File: src/rtl/eth_arb_pkg.sv
// Shared types and helpers for the Ethernet TX arbiter.
// Reused by the picker and any future RX demux/arbiter.
package eth_arb_pkg;

  typedef enum logic [1:0] {
    IDLE,
    GRANT,
    FLUSH,
    GAP
  } arb_state_t;

  localparam logic RR    = 1'b1;
  localparam logic FIXED = 1'b0;

  function automatic int bcnt_w(input int max_len);
    return $clog2(max_len + 1);
  endfunction

endpackage

File: src/rtl/eth_rr_picker.sv
// Combinational request picker: round-robin from ptr, or lowest index.
// Rotates the request vector so the search start sits at bit 0.
module eth_rr_picker
  import eth_arb_pkg::*;
#(
  parameter int N  = 2,
  parameter int IW = $clog2(N)
) (
  input  logic [N-1:0]  req,
  input  logic [IW-1:0] ptr,
  input  logic          mode,
  output logic [IW-1:0] idx,
  output logic          any
);

  logic [IW-1:0] base;
  logic [IW-1:0] off;
  logic [N-1:0]  rot;
  logic [IW:0]   sum;

  always_comb begin
    base = (mode == RR) ? ptr : '0;
    rot  = N'({req, req} >> base);
    off  = '0;
    for (int i = N - 1; i >= 0; i--) begin
      if (rot[i]) off = IW'(i);
    end
    sum = {1'b0, base} + {1'b0, off};
    if (sum >= (IW+1)'(N)) idx = IW'(sum - (IW+1)'(N));
    else idx = sum[IW-1:0];
  end

  assign any = |req;

endmodule

File: src/rtl/eth_tx_arbiter.sv
// N-channel frame-granular Ethernet TX arbiter with IFG insertion,
// runaway-frame abort/flush and per-channel frame counters.
module eth_tx_arbiter
  import eth_arb_pkg::*;
#(
  parameter int N_CH       = 2,
  parameter int IFG_CYCLES = 12,
  parameter int MAX_LEN    = 1518,
  parameter int RR_MODE    = 1,
  parameter int CNT_W      = 16
) (
  input  logic                    clk,
  input  logic                    rst_n,
  input  logic [N_CH-1:0]         src_valid_i,
  input  logic [8*N_CH-1:0]       src_data_i,
  output logic [N_CH-1:0]         src_ack_o,
  output logic                    mac_tx_valid_o,
  output logic [7:0]              mac_tx_data_o,
  input  logic                    mac_tx_ack_i,
  output logic [$clog2(N_CH)-1:0] active_ch_o,
  output logic                    busy_o,
  output logic                    abort_o,
  output logic [CNT_W*N_CH-1:0]   frame_cnt_o
);

  localparam int IW = $clog2(N_CH);
  localparam int BW = bcnt_w(MAX_LEN);
  localparam int GW = (IFG_CYCLES > 1) ? $clog2(IFG_CYCLES + 1) : 1;
  localparam arb_state_t END_ST = (IFG_CYCLES > 0) ? GAP : IDLE;

  arb_state_t state;
  logic [IW-1:0] grant;
  logic [IW-1:0] rr_ptr;
  logic [IW-1:0] next_ptr;
  logic [IW-1:0] pick_idx;
  logic pick_any;
  logic [BW-1:0] byte_cnt;
  logic [GW-1:0] gap_cnt;
  logic [N_CH-1:0][CNT_W-1:0] frame_cnt;
  logic sel_valid;
  logic [7:0] sel_data;
  logic at_max;

  eth_rr_picker #(.N(N_CH), .IW(IW)) u_picker (
    .req  (src_valid_i),
    .ptr  (rr_ptr),
    .mode ((RR_MODE != 0) ? RR : FIXED),
    .idx  (pick_idx),
    .any  (pick_any)
  );

  assign sel_valid = src_valid_i[grant];
  assign sel_data  = src_data_i[{grant, 3'b000} +: 8];
  assign at_max    = (byte_cnt == BW'(MAX_LEN));
  assign next_ptr  = (grant == IW'(N_CH - 1)) ? '0 : grant + 1'b1;

  // Once MAX_LEN bytes went out, nothing more may reach the MAC.
  always_comb begin
    src_ack_o      = '0;
    mac_tx_valid_o = 1'b0;
    mac_tx_data_o  = '0;
    unique case (state)
      GRANT: begin
        mac_tx_valid_o   = sel_valid & ~at_max;
        mac_tx_data_o    = sel_data;
        src_ack_o[grant] = mac_tx_ack_i & ~at_max;
      end
      FLUSH: src_ack_o[grant] = sel_valid;
      default: ;
    endcase
  end

  assign busy_o      = (state == GRANT) || (state == FLUSH);
  assign abort_o     = (state == GRANT) && at_max && sel_valid;
  assign active_ch_o = grant;
  assign frame_cnt_o = frame_cnt;

  always_ff @(posedge clk or negedge rst_n) begin
    if (!rst_n) begin
      state     <= IDLE;
      grant     <= '0;
      rr_ptr    <= '0;
      byte_cnt  <= '0;
      gap_cnt   <= '0;
      frame_cnt <= '0;
    end else begin
      unique case (state)
        IDLE: begin
          if (pick_any) begin
            grant    <= pick_idx;
            byte_cnt <= '0;
            state    <= GRANT;
          end
        end
        GRANT: begin
          if (!sel_valid) begin
            frame_cnt[grant] <= frame_cnt[grant] + 1'b1;
            rr_ptr  <= next_ptr;
            gap_cnt <= GW'(IFG_CYCLES);
            state   <= END_ST;
          end else if (at_max) begin
            state <= FLUSH;
          end else if (mac_tx_ack_i) begin
            byte_cnt <= byte_cnt + 1'b1;
          end
        end
        FLUSH: begin
          if (!sel_valid) begin
            rr_ptr  <= next_ptr;
            gap_cnt <= GW'(IFG_CYCLES);
            state   <= END_ST;
          end
        end
        GAP: begin
          if (gap_cnt <= GW'(1)) state <= IDLE;
          else gap_cnt <= gap_cnt - 1'b1;
        end
        default: state <= IDLE;
      endcase
    end
  end

endmodule

File: config.mk
export PLATFORM = sky130hd
export DESIGN_NAME = eth_tx_arbiter
export DESIGN_NICKNAME = d
export VERILOG_FILES = /design/src/rtl/eth_arb_pkg.sv /design/src/rtl/eth_rr_picker.sv /design/src/rtl/eth_tx_arbiter.sv
export SDC_FILE = /design/constraint.sdc
export NUM_CORES = 1
export LEC_CHECK = 0
export CORE_MARGIN = 2
export CORE_UTILIZATION = 45
export DETAILED_ROUTE_END_ITERATION = 10
export PLACE_DENSITY = 0.76
export SYNTH_ARGS = -nofsm -noshare
export SYNTH_HDL_FRONTEND = slang
export SYNTH_SLANG_ARGS = --single-unit
File: constraint.sdc
create_clock -name clk -period 1.7 [get_ports clk]
set_input_delay 0.255 -clock clk [delete_from_list [all_inputs] [get_ports clk]]
set_output_delay 0.255 -clock clk [all_outputs]
set_load 0.01 [all_outputs]
* Word level (Yosys, flattened, before mapping)
Cells that the tools add are included.
** Cells by class
- Add/subtract/negate cells :: 6
- $lt $le $gt $ge :: 4
- Eq/ne operators :: 13
- Shifts and indexed selects :: 2
- Mux-type cells :: 30
- Bitwise logic cells :: 6
- Reductions and logical operators :: 15
** Operators by type and width (number)
- $mux W16 :: 3
- $mux W11 :: 4
- $bwmux W32 :: 1
- $pmux W11 S2 :: 1
- $add A16 B1 Y16 const B :: 1
- $demux W16 S1 :: 1
- $ne A2 B2 Y1 const B :: 8
- $shiftx A16 B5 Y8 :: 1
- $add A11 B1 Y11 const B :: 1
- $eq A11 B11 Y1 const B :: 1
- $mux W2 :: 5
- $mux W1 :: 8
- $mux W4 :: 2
- $mux W8 :: 1
- $pmux W2 S4 :: 1
- $pmux W4 S2 :: 1
- $reduce_and A2 Y1 :: 3
- $reduce_and A5 Y1 :: 1
- $and A2 B2 Y2 :: 2
- $eq A2 B2 Y1 const B :: 2
- $le A4 B1 Y1 const B :: 1
- $pmux W2 S2 :: 1
- $reduce_and A4 Y1 :: 1
- $reduce_bool A2 Y1 :: 2
- 18 further kinds :: 23
** Word-level totals
- Register bits after elaboration :: 51
- Bits of input ports :: 21
- Output and inout bits :: 46
- Word-level logic and storage cells :: 83

* Depth between registers and ports, before layout
Gate-level depths: netlist of the first run.
- Depth after elaboration :: 6
- Mapped depth :: 8
- Depth with buffers taken out :: 7

* Cells and area by module
From an unflattened synthesis of the first run, not the netlist that was laid out.
** Unflattened totals
- Cells, all modules :: 328
- Area total of the unflattened synthesis :: 2999.1 um^2
** By module, submodules not included
- eth_tx_arbiter :: instances 1, cells each 324, area an instance 2971.6 um^2, sequential area each 1276.2 um^2
- eth_rr_picker :: instances 1, cells each 4, area an instance 27.5 um^2, sequential area each 0.0 um^2

* Worst setup path before layout of the first run
No wires, ideal clock.
- Path kind :: flip-flop to flip-flop
- Start :: register state[1]
- End :: register frame_cnt (netlist bit frame_cnt_o[15])
- Setup time :: 124 ps
- Arrival time :: 1763 ps
- Data required time :: 1576 ps
- Slack :: -188 ps
- Stages on the path, launching flop included :: 9
- Buffers on the path :: 1
- Period minus slack after synthesis :: 1888 ps
- Cell sequence :: dfrtp_1 -> inv_1 -> ha_1 -> nor3b_2 -> and4_1 -> and3_1 -> buf_2 -> nand4_1 -> xnor2_1
** Between the ends
- Cells in the longest elaborated chain, start to end :: 2
** Ends and longest elaborated chain
- start, declared :: line eth_tx_arbiter.sv:31 : arb_state_t state;
- start signal, assigned :: line eth_tx_arbiter.sv:80 : state <= IDLE;
- start signal, assigned :: line eth_tx_arbiter.sv:92 : state <= GRANT;
- start signal, assigned :: line eth_tx_arbiter.sv:100 : state <= END_ST;
- $eq A2 B1 Y1 :: line eth_tx_arbiter.sv:87 : unique case (state)
- $reduce_and A2 Y1 (no line)
- end signal, assigned by index :: line eth_tx_arbiter.sv:97 : frame_cnt[grant] <= frame_cnt[grant] + 1'b1;
- end, declared :: line eth_tx_arbiter.sv:39 : logic [N_CH-1:0][CNT_W-1:0] frame_cnt;
Every way passes these cells.
A chain may end at the register's enable or synchronous reset.

* Worst setup path after layout of the first run
- Start :: register byte_cnt[9]
- End :: output port mac_tx_valid_o
** Between the ends
- Cells in the longest elaborated chain, start to end :: 4
** Ends and longest elaborated chain
- start, declared :: line eth_tx_arbiter.sv:37 : logic [BW-1:0] byte_cnt;
- start signal, assigned :: line eth_tx_arbiter.sv:104 : byte_cnt <= byte_cnt + 1'b1;
- $eq A11 B11 Y1 :: line eth_tx_arbiter.sv:54 : assign at_max = (byte_cnt == BW'(MAX_LEN));
- $not A1 Y1 :: line eth_tx_arbiter.sv:64 : mac_tx_valid_o = sel_valid & ~at_max;
- $and A1 B1 Y1 :: line eth_tx_arbiter.sv:64
- $mux W1 :: line eth_tx_arbiter.sv:62 : unique case (state)
- end, declared :: line eth_tx_arbiter.sv:17 : output logic mac_tx_valid_o,
Every way passes these cells.

==> results_dict.tcl, run 1 <==
set metrics [dict create \
    io_buffers 66 \
    p_seq_share_pct 24.0 \
    grt-ovfl-total 0 \
    dieArea_sq_um 7110 \
    initial_core_util_pct 46.0 \
    reg2reg_depth 8 \
    die_h_microns 84.4 \
    mostFrequentLayoutCells "73 x buf_4, 51 x clkdlybuf4s50_1, 50 x dfrtp_1" \
    clock-sinks 51 \
    p_clk_share_pct 11.3 \
    drive_gt1_share_pct 45.4 \
    fin_skew_ns 0.0125 \
    tightest_slew_ns 0.548 \
    drtIter0Drc 196 \
    syn_area_sq_um 2910 \
    endpoint_kind "primary output" \
    powerDensity_nw_per_um2 1350 \
    path_clk_slew_ns 0.10 \
    cts_max_level 2 \
    syn_avg_cell_area_sq_um 9.68 \
    cp_max_fo 2 \
    nNetsFinal 499 \
    ys.warnings.count 0 \
    rsz0062_at_grt "yes" \
    wl_per_cell_microns 19.7 \
    finish.utilization_pct 81.5 \
    synth-async-reset-ratio_pct 100 \
    worstReg2RegStart "active_ch_o" \
    fin_crit_ns 1.98 \
    timing.hold.ws_ns 0.442 \
    setup_slack_ns -0.278 \
    cap_viol_max_count 0 \
    core-area_sq_um 6310 \
    grt_pass1_wl_mm 15.5 \
    cts_buffers 5 \
    r2r_end "byte_cnt[8]" \
    detail_route.wirelength_mm 10.8 \
    period_share_pct 116 \
    grt_max_degree 52 \
    min_path_type "input port to asynchronous set/reset pin" \
    netSwitchingFraction_pct 39.6 \
    via_per_inst 5.72 \
    num_rows 29 \
    drcViolationCount 0 \
    place_inst 502 \
    synth_flop_cell "dfrtp_1" \
    place_area_sq_um 4180 \
    io_pins 67 \
    r2r_slack_ns -0.23 \
    syn_inst 300 \
    setup_violations 48 \
    layout_commonest_cell "buf_4" \
    cts_buffer_depth 2 \
    p_sw_mw 2.75 \
    tritoncts "yes" \
    syn_nets 331 \
    hold_viol 0 \
    power_frac_comb_pct 64.7 \
    crit_arrival_ns 1.72 \
    fin_area_sq_um 5140 \
    stdcell_count 546 \
    antennaDiodeCount 0 \
    outcome "finished, violations left" \
    required_ns 1.44 \
    grt_use_total_pct 27.3 \
    tns_ns -7.00 \
    fmax_mhz 506 \
    dr.pass1.iters 4 \
    antenna_found_initial 0 \
    peakVddDrop_v 0.00167 \
    power_mw 6.95 \
    p_leak_nw 2.48 \
    vias 3124 \
    ys_types 46 \
    pre_cts_ws_ns -0.495 \
    area_growth_syn_to_layout_pct 77.0 \
    violations "setup timing" \
    ant_nets 0 \
    critPathKind "register to primary output" \
    p_int_mw 4.20 \
    grt_pass1_vias 3101 \
    synth-edff-count 0 \
    synth_seq_cells 51 \
    ctsRootBufferMaster "clkbuf_8" \
    place.gp.congestion 0.887 \
    drv_slew 0 \
    worstSkewPairLatency_ns 0.32 \
    slew_headroom_pct 62.4 \
    start_kind "register" \
    yosysSeqAreaShare_pct 43.9 \
    dpl.hpwl_mm 6.00 \
    fp.dieW_microns 84.4 \
]
[how the worst max path moves through the flow]
stage / from / end / depth (start not counted)
2_1_floorplan: state[1] / frame_cnt_o[15] / 8
3_3_place_gp: src_valid_i[0] / src_ack_o[1] / 6
3_5_place_dp: src_valid_i[0] / src_ack_o[1] / 6
4_1_cts: byte_cnt[0] / src_ack_o[1] / 8
5_1_grt: byte_cnt[0] / src_ack_o[1] / 8
6_report: byte_cnt[9] / mac_tx_valid_o / 4
[worst max-delay path, cell delays in order (launching register included)]
cell      delay, ns
dfrtp_1        0.41
nand3b_1       0.29
buf_4          0.22
o311a_4        0.37
buf_6          0.13
[repair_timing]
| item | CTS | global route |
|---|---|---|
| hold buffers | 1 | 0 |
| resized for setup | 132 | 77 |
| endpoints found under the setup margin | 51 | 58 |
| buffers inserted | 24 | 19 |
| endpoints found under the hold margin | 51 | 0 |
| pin swaps | 43 | 36 |
| cloned | 1 | 1 |
[power groups by stage]
stage	combinational, mW	clock, mW	sequential, mW
6_report	4.50	0.785	1.67
5_1_grt	4.74	0.838	1.68
4_1_cts	3.70	0.778	1.63
3_5_place_dp	2.97	0	1.64
3_3_place_gp	2.88	0	1.63
2_1_floorplan	1.55	0	1.66
[synthesized netlist by cell type (2+ instances only)]
cell	count	area share [%]
o31ai_1	2	0.52
or2_2	3	0.65
a31oi_1	6	1.3
a21oi_1	8	1.4
xor2_1	9	2.7
buf_4	2	0.52
o21ai_0	26	4.5
nand2_1	39	5.0
mux2_2	3	1.2
mux2i_1	10	3.4
buf_2	4	0.69
xnor2_1	20	6.0
a22o_1	2	0.60
inv_1	12	1.6
nand4_1	5	1.1
a22oi_1	3	0.78
nor2_1	20	2.6
o22a_1	2	0.60
and3_1	6	1.3
nand3b_1	4	1.0
ha_1	10	4.3
dfrtp_1	51	44
nor3b_1	2	0.52
and4_1	5	1.5
nor3_1	7	1.2
nand3_1	16	2.8
a21o_1	4	1.0
[cell type report]
class                           instances  area, sq um
Clock buffer                            6         82.6
Clock inverter                          2         16.3
Fill cell                             369         1170
Inverter                               12         48.8
Multi-Input combinational cell        229         2040
Sequential cell                        51         1280
Tap cell                               77         96.3
Timing Repair Buffer                  169         1580
[logic make-up after synthesis]
family	Yosys count	share of synthesized area [%]
AO/OA/AOI/OAI	60	13.6
XOR/XNOR	29	8.74
adder cells (fa/ha/maj)	10	4.31
buffers and inverters	20	3.27
flip-flops	51	43.9
multiplexers	14	5.12
AND/OR/NAND/NOR	116	21.0
[state kept, by name, summed over array words and instances (netlist names)]
name and count:
byte_cnt 11, frame_cnt_o 32, rr_ptr 1, active_ch_o 1
gap_cnt 4, state 2
[routing by layer]
| metal | track usage, % | part of all wire (%) | vias to the layer above |
|---|---|---|---|
| met5 | 0 | 0 | - |
| met4 | 7.07 | 3.5 | 0 |
| met3 | 4.13 | 4.9 | 33 |
| met2 | 50.7 | 54 | 142 |
| met1 | 33.1 | 37 | 1546 |
| li1 | - | - | 1403 |
(Power assumes the default switching activity.)
==> run 2, diff against run 1 <==
--- a/config.mk
+++ b/config.mk
@@ -5,6 +5,7 @@
 export SDC_FILE = /design/constraint.sdc
 export NUM_CORES = 1
 export LEC_CHECK = 0
+export ABC_CLOCK_PERIOD_IN_PS = 1700
 export CORE_MARGIN = 2
 export CORE_UTILIZATION = 45
 export DETAILED_ROUTE_END_ITERATION = 10
==> results of run 2 <==
Same layout as run 1: the final DEF is identical, and so are final timing and power.
==> run 3, diff against run 2 <==
--- a/config.mk
+++ b/config.mk
@@ -6,7 +6,7 @@
 export NUM_CORES = 1
 export LEC_CHECK = 0
 export ABC_CLOCK_PERIOD_IN_PS = 1700
-export CORE_MARGIN = 2
+export CORE_MARGIN = 3
 export CORE_UTILIZATION = 45
 export DETAILED_ROUTE_END_ITERATION = 10
 export PLACE_DENSITY = 0.76
==> run 3 against run 2 <==
The flow still finishes with violations (setup timing). Utilization grew 2.1 points. Routed wire length shrank 2.2%. Register-to-register slack lost 0.04 ns. Global-route usage shrank 1.1 points. Sequential power is essentially flat. Non-clock buffer count shrank 2. Critical endpoint unchanged. Largest cell class unchanged. Largest power group unchanged. Highest routed layer unchanged.
==> results_dict.tcl, run 3 (synthesized netlist as in run 1, its figures left out) <==
set metrics [dict create \
    dpl.hpwl_mm 5.91 \
    critPathKind "register to primary output" \
    path_clk_slew_ns 0.11 \
    ctsRootBufferMaster "clkbuf_8" \
    max_stage_delay_ns 0.39 \
    cp_max_fo 2 \
    drcViolationCount 0 \
    timing.hold.ws_ns 0.414 \
    grt_use_total_pct 26.2 \
    num_rows 28 \
    largest_register_ffs 32 \
    place_area_sq_um 4140 \
    p_int_mw 4.11 \
    n_fill_cell 305 \
    wl_per_cell_microns 19.4 \
    tightest_slew_ns 0.547 \
    netSwitchingFraction_pct 39.6 \
    fin_skew_ns 0.0122 \
    dr.pass1.iters 4 \
    crit_path_cell_trace "inv_1 > ha_2 > nand3b_1 > buf_4 > o311a_4 > buf_6" \
    cts_buffers 5 \
    crit_arrival_ns 1.74 \
    grt_pass1_wl_mm 15.4 \
    io_buffers 66 \
    fp.dieW_microns 86.4 \
    detail_route.wirelength_mm 10.5 \
    core-area_sq_um 6100 \
    cts_max_level 2 \
    grt_max_degree 33 \
    place.gp.congestion 0.830 \
    start_kind "register" \
    vias 3072 \
    fin_area_sq_um 5090 \
    outcome "finished, violations left" \
    worstSkewPairLatency_ns 0.32 \
    area_growth_syn_to_layout_pct 75.4 \
    powerDensity_nw_per_um2 1340 \
    clock-sinks 51 \
    endpoint_kind "primary output" \
    die_h_microns 86.4 \
    antennaDiodeCount 0 \
    period_share_pct 117 \
    initial_core_util_pct 47.7 \
    slew_headroom_pct 62.5 \
    drive_gt1_share_pct 46.0 \
    hold_viol 0 \
    grt_pass1_vias 3119 \
    p_leak_nw 2.43 \
    ant_nets 0 \
    power_frac_comb_pct 64.7 \
    mostFrequentLayoutCells "59 x buf_4, 51 x clkdlybuf4s50_1, 49 x dfrtp_1" \
    tns_ns -6.46 \
    dieArea_sq_um 7460 \
    peakVddDrop_v 0.00155 \
    layout_commonest_cell "buf_4" \
    p_seq_share_pct 24.5 \
    power_mw 6.81 \
    nNetsFinal 497 \
    finish.utilization_pct 83.6 \
    min_path_type "input port to asynchronous set/reset pin" \
    setup_violations 46 \
    tritoncts "yes" \
    fin_crit_ns 2.00 \
    cp_slowest_cell "dfrtp_1" \
    p_sw_mw 2.70 \
    p_clk_share_pct 10.8 \
    fmax_mhz 501 \
    place_inst 496 \
    setup_slack_ns -0.296 \
    io_pins 67 \
    rsz0062_at_grt "yes" \
    pre_cts_ws_ns -0.438 \
    violations "setup timing" \
    via_per_inst 5.67 \
    cts_buffer_depth 2 \
    r2r_slack_ns -0.27 \
    grt-ovfl-total 0 \
    drv_slew 0 \
    stdcell_count 542 \
    antenna_found_initial 0 \
    required_ns 1.44 \
    drtIter0Drc 217 \
    cap_viol_max_count 0 \
]
-- run 3: cell types whose count changed in the layout (fill, tap and decap cells not counted), sizes merged --
cell / change
dlygate4sd2: -1
inv: +1
clkinvlp: -1
buf: -1
clkbuf: -1
clkinv: +1
-- run 3: routing by layer --
metal / up-vias / global-route usage (%) / wire [microns]
met4: 0 / 9.35 / 341
met3: 36 / 3.99 / 433
met2: 115 / 48.6 / 5730
met5: - / 0 / 0
li1: 1397 / - / -
met1: 1524 / 30.3 / 4020
-- run 3: repair_timing --
item                       in CTS  in global routing
setup endpoints to repair      51                 60
pin swaps                      52                 41
setup buffers                  33                 15
resized for setup             148                 77
hold endpoints to repair       19                  0
cloned                          1                  0
hold buffers                    1                  0
-- run 3: final timing paths --
| check | endpoint | cells past startpoint | from |
|---|---|---|---|
| hold / removal | frame_cnt_o[28] | 2 | rst_n |
| setup / recovery | mac_tx_valid_o | 6 | byte_cnt[0] |
| min in group clk | frame_cnt_o[15] | 1 | frame_cnt_o[15] |
| setup reg to reg | frame_cnt_o[31] | 8 | state[1] |
| max in group asynchronous | byte_cnt[7] | 3 | rst_n |
| hold reg to reg | frame_cnt_o[15] | 1 | frame_cnt_o[15] |
-- run 3: cell type report --
class / instances / area, sq um / share of cell area (%)
well taps: 75 / 93.8 / 1.84
multi-input cells: 229 / 2020 / 39.7
flip-flops and latches: 51 / 1280 / 25.1
inverters: 12 / 48.8 / 0.958
clock inverters: 3 / 18.8 / 0.368
repair buffers: 167 / 1560 / 30.7
clock buffers: 5 / 68.8 / 1.35
-- run 3: power groups by stage --
stage / combinational [mW] / sequential [mW] / clock [mW]
floorplan: 1.55 / 1.66 / 0
global placement: 2.90 / 1.63 / 0
detailed placement: 2.99 / 1.64 / 0
CTS: 3.92 / 1.62 / 0.718
global route: 4.69 / 1.68 / 0.795
finish: 4.40 / 1.67 / 0.735
-- run 3: critical path, delay by kind of cell (launching register included) --
kind,cells,cell delay [ns]
compound gates,1,0.37
fa+ha+maj,1,0.16
buf+inv,3,0.37
flops,1,0.39
simple gates,1,0.16
